--- src/rtl/mmc3_gen.sv ---
// MMC3-class PRG/CHR bank mapper and scanline IRQ core with configurable bank widths,
// IRQ silicon revision and PPU A12 rise filter.
module mmc3_gen #(
    parameter int PRG_W    = 6,
    parameter int CHR_W    = 8,
    parameter int IRQ_REV  = 1,
    parameter int A12_FILT = 3
) (
    input  logic             clk,
    input  logic             rst_n,
    input  logic [15:0]      cpu_addr,
    input  logic [7:0]       cpu_data,
    input  logic             cpu_rw,
    input  logic             cpu_m2,
    input  logic [2:0]       ppu_addr,
    input  logic             mir_h,
    output logic [PRG_W-1:0] prg_addr,
    output logic [CHR_W-1:0] chr_addr,
    output logic             prg_ce,
    output logic             ram_ce,
    output logic             ram_we,
    output logic             ciram_a10,
    output logic             irq
);
    localparam logic [3:0]       FILT_TH = 4'(A12_FILT);
    localparam logic [PRG_W-1:0] LAST    = '1;
    localparam logic [PRG_W-1:0] LAST_M1 = {{(PRG_W-1){1'b1}}, 1'b0};

    logic [2:0]            m2_pipe;   // [0],[1] synchronizer, [2] edge register
    logic                  m2_fall, wr_stb, wr_c001, wr_e000;
    logic [2:0]            reg_sel, bank_idx;
    logic [CHR_W-1:0]      chr_data, lo_bank;
    logic                  prg_mode, chr_inv, mirror, ram_en, ram_wp;
    logic [PRG_W-1:0]      prg_r6, prg_r7;
    logic [5:0][CHR_W-1:0] chr_r;
    logic [7:0]            irq_latch, irq_cnt, cnt_next;
    logic                  reload, irq_en, a12_d, a12_eff, scan_clk, rev_ok, irq_set;
    logic [3:0]            filt_cnt;
    logic                  unused_addr;

    generate
        if (CHR_W <= 8) begin : g_chr_narrow
            assign chr_data = cpu_data[CHR_W-1:0];
        end else begin : g_chr_wide
            assign chr_data = {{(CHR_W-8){1'b0}}, cpu_data};
        end
    endgenerate

    assign unused_addr = ^cpu_addr[12:1];
    assign m2_fall  = m2_pipe[2] & ~m2_pipe[1];
    assign wr_stb   = m2_fall & ~cpu_rw & cpu_addr[15];
    assign reg_sel  = {cpu_addr[14:13], cpu_addr[0]};
    assign wr_c001  = wr_stb & (reg_sel == 3'b101);
    assign wr_e000  = wr_stb & (reg_sel == 3'b110);
    assign scan_clk = ppu_addr[2] & ~a12_d & (filt_cnt >= FILT_TH);
    assign cnt_next = (irq_cnt == 8'd0 || reload) ? irq_latch : irq_cnt - 8'd1;
    // Rev A only fires on a natural reach of zero, never from a steady latch of 0.
    assign rev_ok   = (IRQ_REV != 0) || (irq_cnt != 8'd0) || reload || (irq_latch != 8'd0);
    assign irq_set  = scan_clk & ~wr_c001 & irq_en & (cnt_next == 8'd0) & rev_ok;

    always_ff @(posedge clk) begin
        if (!rst_n) begin
            m2_pipe   <= '0;
            a12_d     <= 1'b0;
            filt_cnt  <= FILT_TH;
            bank_idx  <= '0;
            prg_mode  <= 1'b0;
            chr_inv   <= 1'b0;
            mirror    <= mir_h;
            ram_en    <= 1'b1;
            ram_wp    <= 1'b0;
            prg_r6    <= '0;
            prg_r7    <= {{(PRG_W-1){1'b0}}, 1'b1};
            chr_r     <= '0;
            irq_latch <= '0;
            irq_cnt   <= '0;
            reload    <= 1'b0;
            irq_en    <= 1'b0;
            irq       <= 1'b0;
        end else begin
            m2_pipe <= {m2_pipe[1:0], cpu_m2};
            a12_d   <= ppu_addr[2];
            if (ppu_addr[2])
                filt_cnt <= '0;
            else if (m2_fall && filt_cnt != 4'hF)
                filt_cnt <= filt_cnt + 4'd1;

            if (wr_stb) begin
                case (reg_sel)
                    3'b000: begin
                        bank_idx <= cpu_data[2:0];
                        prg_mode <= cpu_data[6];
                        chr_inv  <= cpu_data[7];
                    end
                    3'b001: begin
                        if (bank_idx == 3'd6) prg_r6 <= cpu_data[PRG_W-1:0];
                        if (bank_idx == 3'd7) prg_r7 <= cpu_data[PRG_W-1:0];
                        for (int i = 0; i < 6; i++)
                            if (bank_idx == 3'(i)) chr_r[i] <= chr_data;
                    end
                    3'b010: mirror <= cpu_data[0];
                    3'b011: begin
                        ram_en <= cpu_data[7];
                        ram_wp <= cpu_data[6];
                    end
                    3'b100: irq_latch <= cpu_data;
                    3'b110: irq_en <= 1'b0;
                    3'b111: irq_en <= 1'b1;
                    default: ;
                endcase
            end

            // A $C001 write in the same cycle as a scanline clock swallows the clock.
            if (wr_c001) begin
                irq_cnt <= '0;
                reload  <= 1'b1;
            end else if (scan_clk) begin
                irq_cnt <= cnt_next;
                reload  <= 1'b0;
            end

            if (wr_e000)
                irq <= 1'b0;
            else if (irq_set)
                irq <= 1'b1;
        end
    end

    always_comb begin
        prg_ce    = cpu_addr[15];
        ram_ce    = (cpu_addr[15:13] == 3'b011) & ram_en;
        ram_we    = ram_ce & ~ram_wp & ~cpu_rw;
        ciram_a10 = mirror ? ppu_addr[1] : ppu_addr[0];

        prg_addr = LAST;
        case (cpu_addr[14:13])
            2'd0:    prg_addr = prg_mode ? LAST_M1 : prg_r6;
            2'd1:    prg_addr = prg_r7;
            2'd2:    prg_addr = prg_mode ? prg_r6 : LAST_M1;
            default: prg_addr = LAST;
        endcase

        a12_eff  = ppu_addr[2] ^ chr_inv;
        lo_bank  = ppu_addr[1] ? chr_r[1] : chr_r[0];
        chr_addr = lo_bank;
        if (!a12_eff) begin
            chr_addr[0] = ppu_addr[0];
        end else begin
            case (ppu_addr[1:0])
                2'd0:    chr_addr = chr_r[2];
                2'd1:    chr_addr = chr_r[3];
                2'd2:    chr_addr = chr_r[4];
                default: chr_addr = chr_r[5];
            endcase
        end
    end
endmodule

--- config.mk ---
export PLATFORM = sky130hd
export DESIGN_NAME = mmc3_gen
export DESIGN_NICKNAME = d
export VERILOG_FILES = /design/src/rtl/mmc3_gen.sv
export SDC_FILE = /design/constraint.sdc
export NUM_CORES = 1
export LEC_CHECK = 0
export CAP_MARGIN = 30
export CORE_MARGIN = 5
export CORE_UTILIZATION = 50
export DETAILED_ROUTE_END_ITERATION = 6
export PLACE_DENSITY = 0.72
export SETUP_SLACK_MARGIN = 0.2
export SLEW_MARGIN = 10
export SYNTH_ARGS = -nofsm -noshare
export SYNTH_HDL_FRONTEND = slang
export SYNTH_SLANG_ARGS = --single-unit
--- constraint.sdc ---
create_clock -name clk -period 3.1 [get_ports clk]
set_clock_uncertainty 0.15 [all_clocks]
set_input_delay 0.775 -clock clk [delete_from_list [all_inputs] [get_ports clk]]
set_output_delay 0.775 -clock clk [all_outputs]
set_load 0.01 [all_outputs]
Word level (Yosys, flattened, before mapping)
Index checks and enable logic that the tools add are counted.

operators by class
  $add $sub $neg = 2
  multiply operators = 0
  divide/modulo/power cells = 0
  reductions and logical operators = 27
  muxes and demuxes = 17
  equal/unequal tests = 22
  $lt $le $gt $ge = 1
  shift-type cells = 0
  bitwise gates (word level) = 20

operators by type and width
  cell                                                                                  count
  3-bit == test (second input constant)                                                 8
  8-bit one-hot mux with 3 select lines                                                 1
  3-bit AND reduction                                                                   8
  6-bit one-hot mux with 3 select lines                                                 1
  8-bit logical NOT                                                                     2
  8-bit two-way mux                                                                     2
  3-bit by 2-bit == test with 1-bit output (second input constant)                      5
  1-bit AND                                                                             13
  6-bit two-way mux                                                                     2
  2-bit AND reduction                                                                   5
  8-bit by 1-bit subtractor with 8-bit output (second input constant)                   1
  1-bit two-way mux                                                                     7
  7-bit two-way mux                                                                     1
  3-bit by 1-bit == test with 1-bit output (second input constant)                      2
  3-bit logical NOT                                                                     2
  1-bit inverter                                                                        6
  2-bit nonzero test                                                                    3
  2-bit OR reduction                                                                    3
  4-bit by 1-bit adder with 4-bit output (second input constant)                        1
  2-bit by 1-bit == test with 1-bit output (second input constant)                      2
  2-bit == test (second input constant)                                                 2
  4-bit by 2-bit greater-or-equal comparator with 1-bit output (second input constant)  1
  2-bit logical NOT                                                                     2
  2-bit two-way mux                                                                     2
  other kinds (6)                                                                       7

storage, ports and cells
  ROM bits = 0
  latch bits = 0
  bits in registers = 95
  memories = 0
  bits in writable memories = 0
  input port bits = 32
  output and inout bits = 19

Longest topological paths before layout
Gate-level depths: netlist of run 1.

  depth in word-level cells = 9
  depth in mapped cells = 8

Least setup slack after synthesis of run 1
No wires, ideal clock.

  path kind = input to output
  from = in ppu_addr[1]
  to = out chr_addr[6]
  buffers on the path = 2
  setup slack = 217 ps
  cell stages on the path = 5
  arrival = 1,958 ps
  path through = buf_2 > buf_2 > mux4_2 > nand2_1 > o21ai_0

on the way
  cells in the longest elaborated chain, start to end = 3
  elaborated cells on any way between the ends = 6
  classes of those cells = eq/ne (2); mux (3); reduce/logical (1)

RTL lines
  element                                line  source
  from (decl)                            15    input logic [2:0] ppu_addr,
  2-bit == test (tied with other cells)  149   case (ppu_addr[1:0])
  8-bit one-hot mux with 3 select lines  149
  7-bit two-way mux *                    146   if (!a12_eff) begin
  to (decl)                              18    output logic [CHR_W-1:0] chr_addr,

Mark *: on every way between the ends. The rest lies on a longest branch, timed or not.

Worst setup path in the final report of run 1
  from = in cpu_addr[14]
  to = out prg_addr[4]

on the way
  cells in the longest elaborated chain, start to end = 2
  elaborated cells on any way between the ends = 4
  classes of those cells = eq/ne (2); mux (1); reduce/logical (1)

RTL lines
  element                                  line  source
  from (decl)                              11    input logic [15:0] cpu_addr,
  2-bit == test (tied with other cells)    136   case (cpu_addr[14:13])
  6-bit one-hot mux with 3 select lines *  136
  to (decl)                                17    output logic [PRG_W-1:0] prg_addr,

Marked as above.

==> results.py, run 1 <==
metrics = {
    "yosys": {
        "synth_commonest_cells": "dfxtp_1, nand2_1, mux2i_1",
        "async_reset_ff_share_pct": 0,
        "synth_top_area_share_pct": 40.7,
        "avgSynthCellArea_um2": 9.49,
        "synth_cells": 477,
        "yosys.cell_types.count": 55,
        "synth_area_mm2": 0.00453,
        "yosysWarnings": 0,
        "ys_ff_latch": 93,
        "synth_edf_count": 1,
        "ys.flop_type": "dfxtp_1",
        "yosysSeqAreaShare_pct": 41.3,
        "synth_area_leaders": "dfxtp_1, mux2i_1, nor2b_1",
        "netlist.top_cell.by_area": "dfxtp_1",
        "syn_nets": 512,
        "synth_most_common_cell": "dfxtp_1",
    },
    "global_route": {
        "grt_pass1_vias": 3571,
        "grt_max_degree": 35,
        "grt_pass1_wl_um": 17400,
        "antenna_found_initial": 0,
        "grt_overflow": 0,
        "grt_usage_pct": 19.2,
    },
    "power": {
        "switchingPower_w": 0.000713,
        "max-vdd-ir-drop_mv": 0.270,
        "power_density_mw_per_mm2": 462,
        "power_leakage_nw": 2.03,
        "total_power_w": 0.00243,
        "p_int_w": 0.00172,
        "pwr-share-comb_pct": 17.9,
        "p_clk_share_pct": 31.2,
        "switching_share_pct": 29.3,
        "seq_power_share_pct": 50.8,
    },
    "floorplanning": {
        "rows": 34,
        "die_area_mm2": 0.0111,
        "initial_utilization_pct": 51.7,
        "fp.dieH_um": 105,
        "io_pins": 51,
        "die_w_um": 105,
        "fp.coreArea_mm2": 0.00876,
    },
    "cts": {
        "cts_max_level": 3,
        "path_clk_slew_ns": 0.09,
        "clk_latency_ns": 0.36,
        "ctsHoldBuffers": 0,
        "cts_tree": "done",
        "cts.sinks": 93,
        "root_buffer": "clkbuf_8",
        "clk_path_buf_depth": 2,
        "numCtsBuffers": 9,
    },
    "timing": {
        "fmax_mhz": 349,
        "tightest_slew_ns": 0.587,
        "drv_slew": 0,
        "finalCriticalPeriod_ns": 2.86,
        "slew_headroom_pct": 60.8,
        "tns_ns": 0,
        "setup_viol": 0,
        "rsz0062_at_grt": "no",
        "setup_ws_ns": 0.237,
        "hold_viol": 0,
        "finalCritPeriodShare_pct": 92.4,
    },
    "worst_setup_path": {
        "crit_chain": "dlygate4sd2_1, and2_1, o21bai_1, buf_4, o22a_1, clkdlybuf4s15_1",
        "start_kind": "primary input",
        "crit_start": "cpu_addr[14]",
        "setup.worst_path.end_class": "output pin",
        "reg2reg_to": "irq",
        "r2r_cells": 7,
        "reg2reg_slack_ns": 1.01,
        "cp.required_ns": 2.17,
        "reg2reg_from": "irq_cnt[0]",
        "cpPeakStageDelay_ns": 0.27,
        "worstSetupPathType": "in -> out",
        "arrival_ns": 1.94,
        "cp-endpoint": "prg_addr[4]",
        "cp_max_fo": 5,
        "worst_path_max_delay_cell": "dlygate4sd2_1",
    },
    "placed_design": {
        "place_ws_ns": -0.523,
        "dp.cells": 614,
        "dp_hpwl_um": 7230,
        "finalWeightedCongestion": 0.807,
        "port_buffers": 38,
        "placed_area_mm2": 0.00510,
    },
    "final_layout": {
        "final_cells": 631,
        "final_area_mm2": 0.00527,
        "syn_to_final_growth_pct": 16.3,
        "num_antenna_cells": 0,
        "fillerInstances": 790,
        "drive_gt1_share_pct": 14.9,
        "final_nets": 553,
    },
    "routing": {
        "viasPerCell": 5.45,
        "drtPass1Iterations": 4,
        "drtIter0Drc": 147,
        "routed_wl_um": 10100,
        "antenna_left": 0,
        "drc": 0,
        "post_drt_wl_per_cell_um": 16.1,
        "vias": 3437,
    },
    "outcome": {
        "status": "completed",
    },
    "min_path": {
        "worstHoldStart": "m2_pipe[0]",
        "hold_class": "reg -> reg",
    },
    "run": {
        "maxCapViolCount": 0,
    },
}
registers in the layout, summed over array words and instances (netlist names):
register and cells:
prg_r7 6, prg_mode 1, a12_d 1, chr_r 46, irq_en 1, prg_r6 6
ram_en 1, reload 1, filt_cnt 4, irq 1, irq_cnt 8, mirror 1
irq_latch 8, chr_inv 1, ram_wp 1, bank_idx 3, m2_pipe 3
how the worst min path moves through the flow:
stage / endpoint / cells after the start / slack (ns)
2_1_floorplan: m2_pipe[1] / 1 / 0.26
3_3_place_gp: m2_pipe[1] / 1 / 0.27
3_5_place_dp: m2_pipe[1] / 1 / 0.27
4_1_cts: m2_pipe[1] / 1 / 0.29
5_1_grt: m2_pipe[1] / 1 / 0.32
6_report: m2_pipe[1] / 1 / 0.29
cells in the final DEF (no fill, tap or decap), types with 4 or more instances in the layout:
cell type,n
a21boi_0,12
a21boi_1,13
a21oi_1,9
and2_1,5
buf_2,5
buf_4,24
clkbuf_2,4
clkbuf_8,9
clkdlybuf4s50_1,15
dfxtp_1,92
dlygate4sd2_1,8
inv_1,4
mux2i_1,58
mux4_2,8
nand2_1,71
nand2b_1,4
nand3_1,8
nor2_1,10
nor2b_1,51
nor3_1,7
nor3_2,5
o21ai_0,15
o22a_1,5
or3_1,5
power groups by stage:
stage | sequential [W] | combinational (W) | clock, W
floorplan | 0.00126 | 0.000334 | 0
global placement | 0.00126 | 0.000435 | 0
detailed placement | 0.00126 | 0.000443 | 0
global route | 0.00124 | 0.000484 | 0.000833
CTS | 0.00124 | 0.000443 | 0.000774
finish | 0.00124 | 0.000436 | 0.000759
per-layer routing:
| metal | track usage [%] | up-vias | routed length [um] |
|---|---|---|---|
| met4 | 5.30 | 0 | 91 |
| met5 | 0 | - | 0 |
| met2 | 32.3 | 35 | 4960 |
| met3 | 4.19 | 8 | 249 |
| li1 | - | 1745 | - |
| met1 | 24.9 | 1649 | 4830 |
per-stage QoR:
step                hold slack, ns  util [%]
finish                       0.291      60.1
global route                 0.318      60.1
CTS                          0.294      60.2
detailed placement           0.272      58.2
global placement             0.267      58.2
floorplan                    0.262         -
area by class of cell:
cell class / instances / area [um^2] / share of cell area [%]
Clock buffer: 9 / 124 / 2.35
Inverter: 4 / 15.0 / 0.285
Tap cell: 108 / 135 / 2.57
Multi-Input combinational cell: 345 / 2500 / 47.5
Timing Repair Buffer: 65 / 562 / 10.7
Sequential cell: 93 / 1870 / 35.5
Clock inverter: 7 / 58.8 / 1.12
what timing repair did:
action	4_1_cts	5_1_grt
gates cloned	0	0
pin swaps	1	1
buffers inserted	1	0
endpoints found under the setup margin	17	8
resized for setup	44	11
hold endpoints to repair	0	0
critical path: cells and delay by family:
kind / cells / cell delay, ns
AO/OA/AOI/OAI: 2 / 0.30
buffers and inverters: 3 / 0.67
AND/OR/NAND/NOR: 1 / 0.18
cell families after synthesis:
group | after synthesis | synth area share [%]
AO/OA/AOI/OAI | 76 | 11.7
multiplexers | 70 | 17.8
AND/OR/NAND/NOR | 190 | 23.4
buffers and inverters | 39 | 3.81
adder cells (fa/ha/maj) | 3 | 0.829
XOR/XNOR | 6 | 1.16
flip-flops | 93 | 41.3
Note: power is estimated with default switching activity, not from simulation.
==> inputs of run 2 (changes only) <==
- RECOVER_POWER: not set -> 100
==> run 2 against run 1 <==
  * Sequential power barely moved
  * Routed wire length is 0.40% lower
  * Non-clock buffer count is the same
  * First-iteration DRC count shrank 14%
  * Fmax down 2.9%
  * Critical path type unchanged
  * Largest cell class unchanged
==> results.py, run 2 (synthesis gave the netlist of run 1 again) <==
metrics = {
    "routing": {
        "viasPerCell": 5.45,
        "antenna_left": 0,
        "routed_wl_um": 10100,
        "drtIter0Drc": 127,
        "drtPass1Iterations": 4,
        "drc": 0,
        "post_drt_wl_per_cell_um": 16.0,
        "vias": 3437,
    },
    "power": {
        "total_power_w": 0.00242,
        "power_leakage_nw": 1.98,
        "max-vdd-ir-drop_mv": 0.270,
        "power_density_mw_per_mm2": 464,
    },
    "global_route": {
        "grt_overflow": 0,
        "grt_max_degree": 35,
        "grt_pass1_wl_um": 17400,
        "antenna_found_initial": 0,
        "grt_usage_pct": 19.2,
        "grt_pass1_vias": 3571,
    },
    "worst_setup_path": {
        "cp.required_ns": 2.17,
        "arrival_ns": 2.02,
        "setup.worst_path.end_class": "output pin",
        "worstSetupPathType": "in -> out",
        "worst_path_max_delay_cell": "clkdlybuf4s25_1",
        "crit_family": "buffers and inverters",
        "crit_chain": "dlygate4sd2_1, and2_0, o21bai_1, buf_4, o22a_1, clkdlybuf4s25_1",
        "cp_max_fo": 5,
        "cpPeakStageDelay_ns": 0.32,
        "critPathBufInv": 3,
        "start_kind": "primary input",
    },
    "placed_design": {
        "finalWeightedCongestion": 0.807,
        "dp_hpwl_um": 7230,
        "place_ws_ns": -0.523,
        "port_buffers": 38,
    },
    "min_path": {
        "hold_class": "reg -> reg",
    },
    "cts": {
        "numCtsBuffers": 9,
        "clk_path_buf_depth": 2,
        "cts_tree": "done",
        "clk_latency_ns": 0.36,
        "root_buffer": "clkbuf_8",
        "cts.sinks": 93,
        "path_clk_slew_ns": 0.09,
        "cts_max_level": 3,
        "ctsHoldBuffers": 0,
    },
    "final_layout": {
        "multi_input_area_mm2": 0.00248,
        "regMostFlops": "chr_r",
        "regArea_mm2": 0.00187,
        "mostFrequentLayoutCell": "dfxtp_1",
        "num_antenna_cells": 0,
        "final_nets": 553,
        "syn_to_final_growth_pct": 15.2,
        "layout_common_cells": "dfxtp_1, nand2_1, mux2i_1",
        "largestRegisters": "chr_r x46, irq_cnt x8, irq_latch x8",
        "fillerInstances": 801,
        "largest_register_ffs": 46,
        "drive_gt1_share_pct": 12.2,
        "final_core_util_pct": 59.5,
    },
    "outcome": {
        "status": "completed",
    },
    "floorplanning": {
        "die_w_um": 105,
        "io_pins": 51,
        "fp.coreArea_mm2": 0.00876,
        "initial_utilization_pct": 51.7,
        "rows": 34,
        "fp.dieH_um": 105,
        "die_area_mm2": 0.0111,
    },
    "timing": {
        "setup_viol": 0,
        "tightest_slew_ns": 1.11,
        "tns_ns": 0,
        "fmax_mhz": 339,
        "hold_viol": 0,
        "finalCriticalPeriod_ns": 2.95,
        "slew_headroom_pct": 25.8,
        "setup_ws_ns": 0.151,
        "finalCritPeriodShare_pct": 95.1,
        "rsz0062_at_grt": "no",
        "drv_slew": 0,
    },
    "run": {
        "maxCapViolCount": 0,
    },
}
-- run 2: cell types whose count changed in the layout (fill, tap and decap cells not counted), moves of 3 or more --
| cell | previous run | this run |
|---|---|---|
| dlygate4sd3_1 | 0 | 3 |
| a21boi_0 | 12 | 24 |
| clkdlybuf4s50_1 | 15 | 12 |
| clkdlybuf4s25_1 | 0 | 3 |
| clkdlybuf4s15_1 | 3 | 0 |
| buf_4 | 24 | 16 |
| clkbuf_1 | 0 | 11 |
| a21boi_1 | 13 | 1 |
-- run 2: report_power, final --
part,internal (W),switching [W],total (W),leakage (nW)
sequential,0.00121,0.0000228,0.00124,0.752
combinational,0.000199,0.000234,0.000434,1.14
clock,0.000303,0.000450,0.000752,0.0883
-- run 2: worst register-to-register path: stages (launching register included) --
cell and delay [ns]:
dfxtp_1 0.38, inv_1 0.11, ha_1 0.23, nor3b_1 0.53
o21a_1 0.18, o311a_1 0.15, nor2_1 0.06, a31o_1 0.21
-- run 2: timing repair --
item	4_1_cts	5_1_grt
setup endpoints to repair	17	8
pin swaps	1	1
gates resized for setup	44	11
setup buffers	1	0
-- run 2: through the flow --
| stage | hold WS, ns | std cells | area (um^2) |
|---|---|---|---|
| after floorplan | 0.262 | 477 | 4530 |
| after global placement | 0.267 | 614 | 5100 |
| after detailed placement | 0.272 | 614 | 5100 |
| after CTS | 0.294 | 631 | 5280 |
| after global routing | 0.318 | 631 | 5220 |
| final | 0.291 | 631 | 5220 |
-- run 2: area by class of cell --
type                            count  share of cell area, %
Clock buffer                        9                   2.37
Clock inverter                      7                   1.13
Inverter                            4                  0.288
Multi-Input combinational cell    345                   47.6
Sequential cell                    93                   35.9
Tap cell                          108                   2.59
Timing Repair Buffer               65                   10.1
-- run 2: layer usage --
| metal | vias up | track usage (%) | share of wire [%] | routed length [um] |
|---|---|---|---|---|
| met5 | - | 0 | 0 | 0 |
| met2 | 42 | 32.3 | 49 | 4990 |
| li1 | 1745 | - | - | - |
| met4 | 0 | 5.30 | 0.85 | 86 |
| met1 | 1642 | 24.9 | 47 | 4710 |
| met3 | 8 | 4.19 | 3.0 | 302 |
-- run 2: worst paths after layout --
path	start	endpoint	slack, ns	depth (start not counted)
setup / recovery	cpu_addr[14]	prg_addr[4]	0.15	6
hold / removal	m2_pipe[0]	m2_pipe[1]	0.29	1
setup reg to reg	irq_cnt[0]	irq	1.00	7
hold reg to reg	m2_pipe[0]	m2_pipe[1]	0.29	1
==> inputs of run 3 (changes only) <==
- CTS_CLUSTER_SIZE: not set -> 16
==> results of run 3 <==
No change in the layout: final DEF, timing and power equal those of run 2.
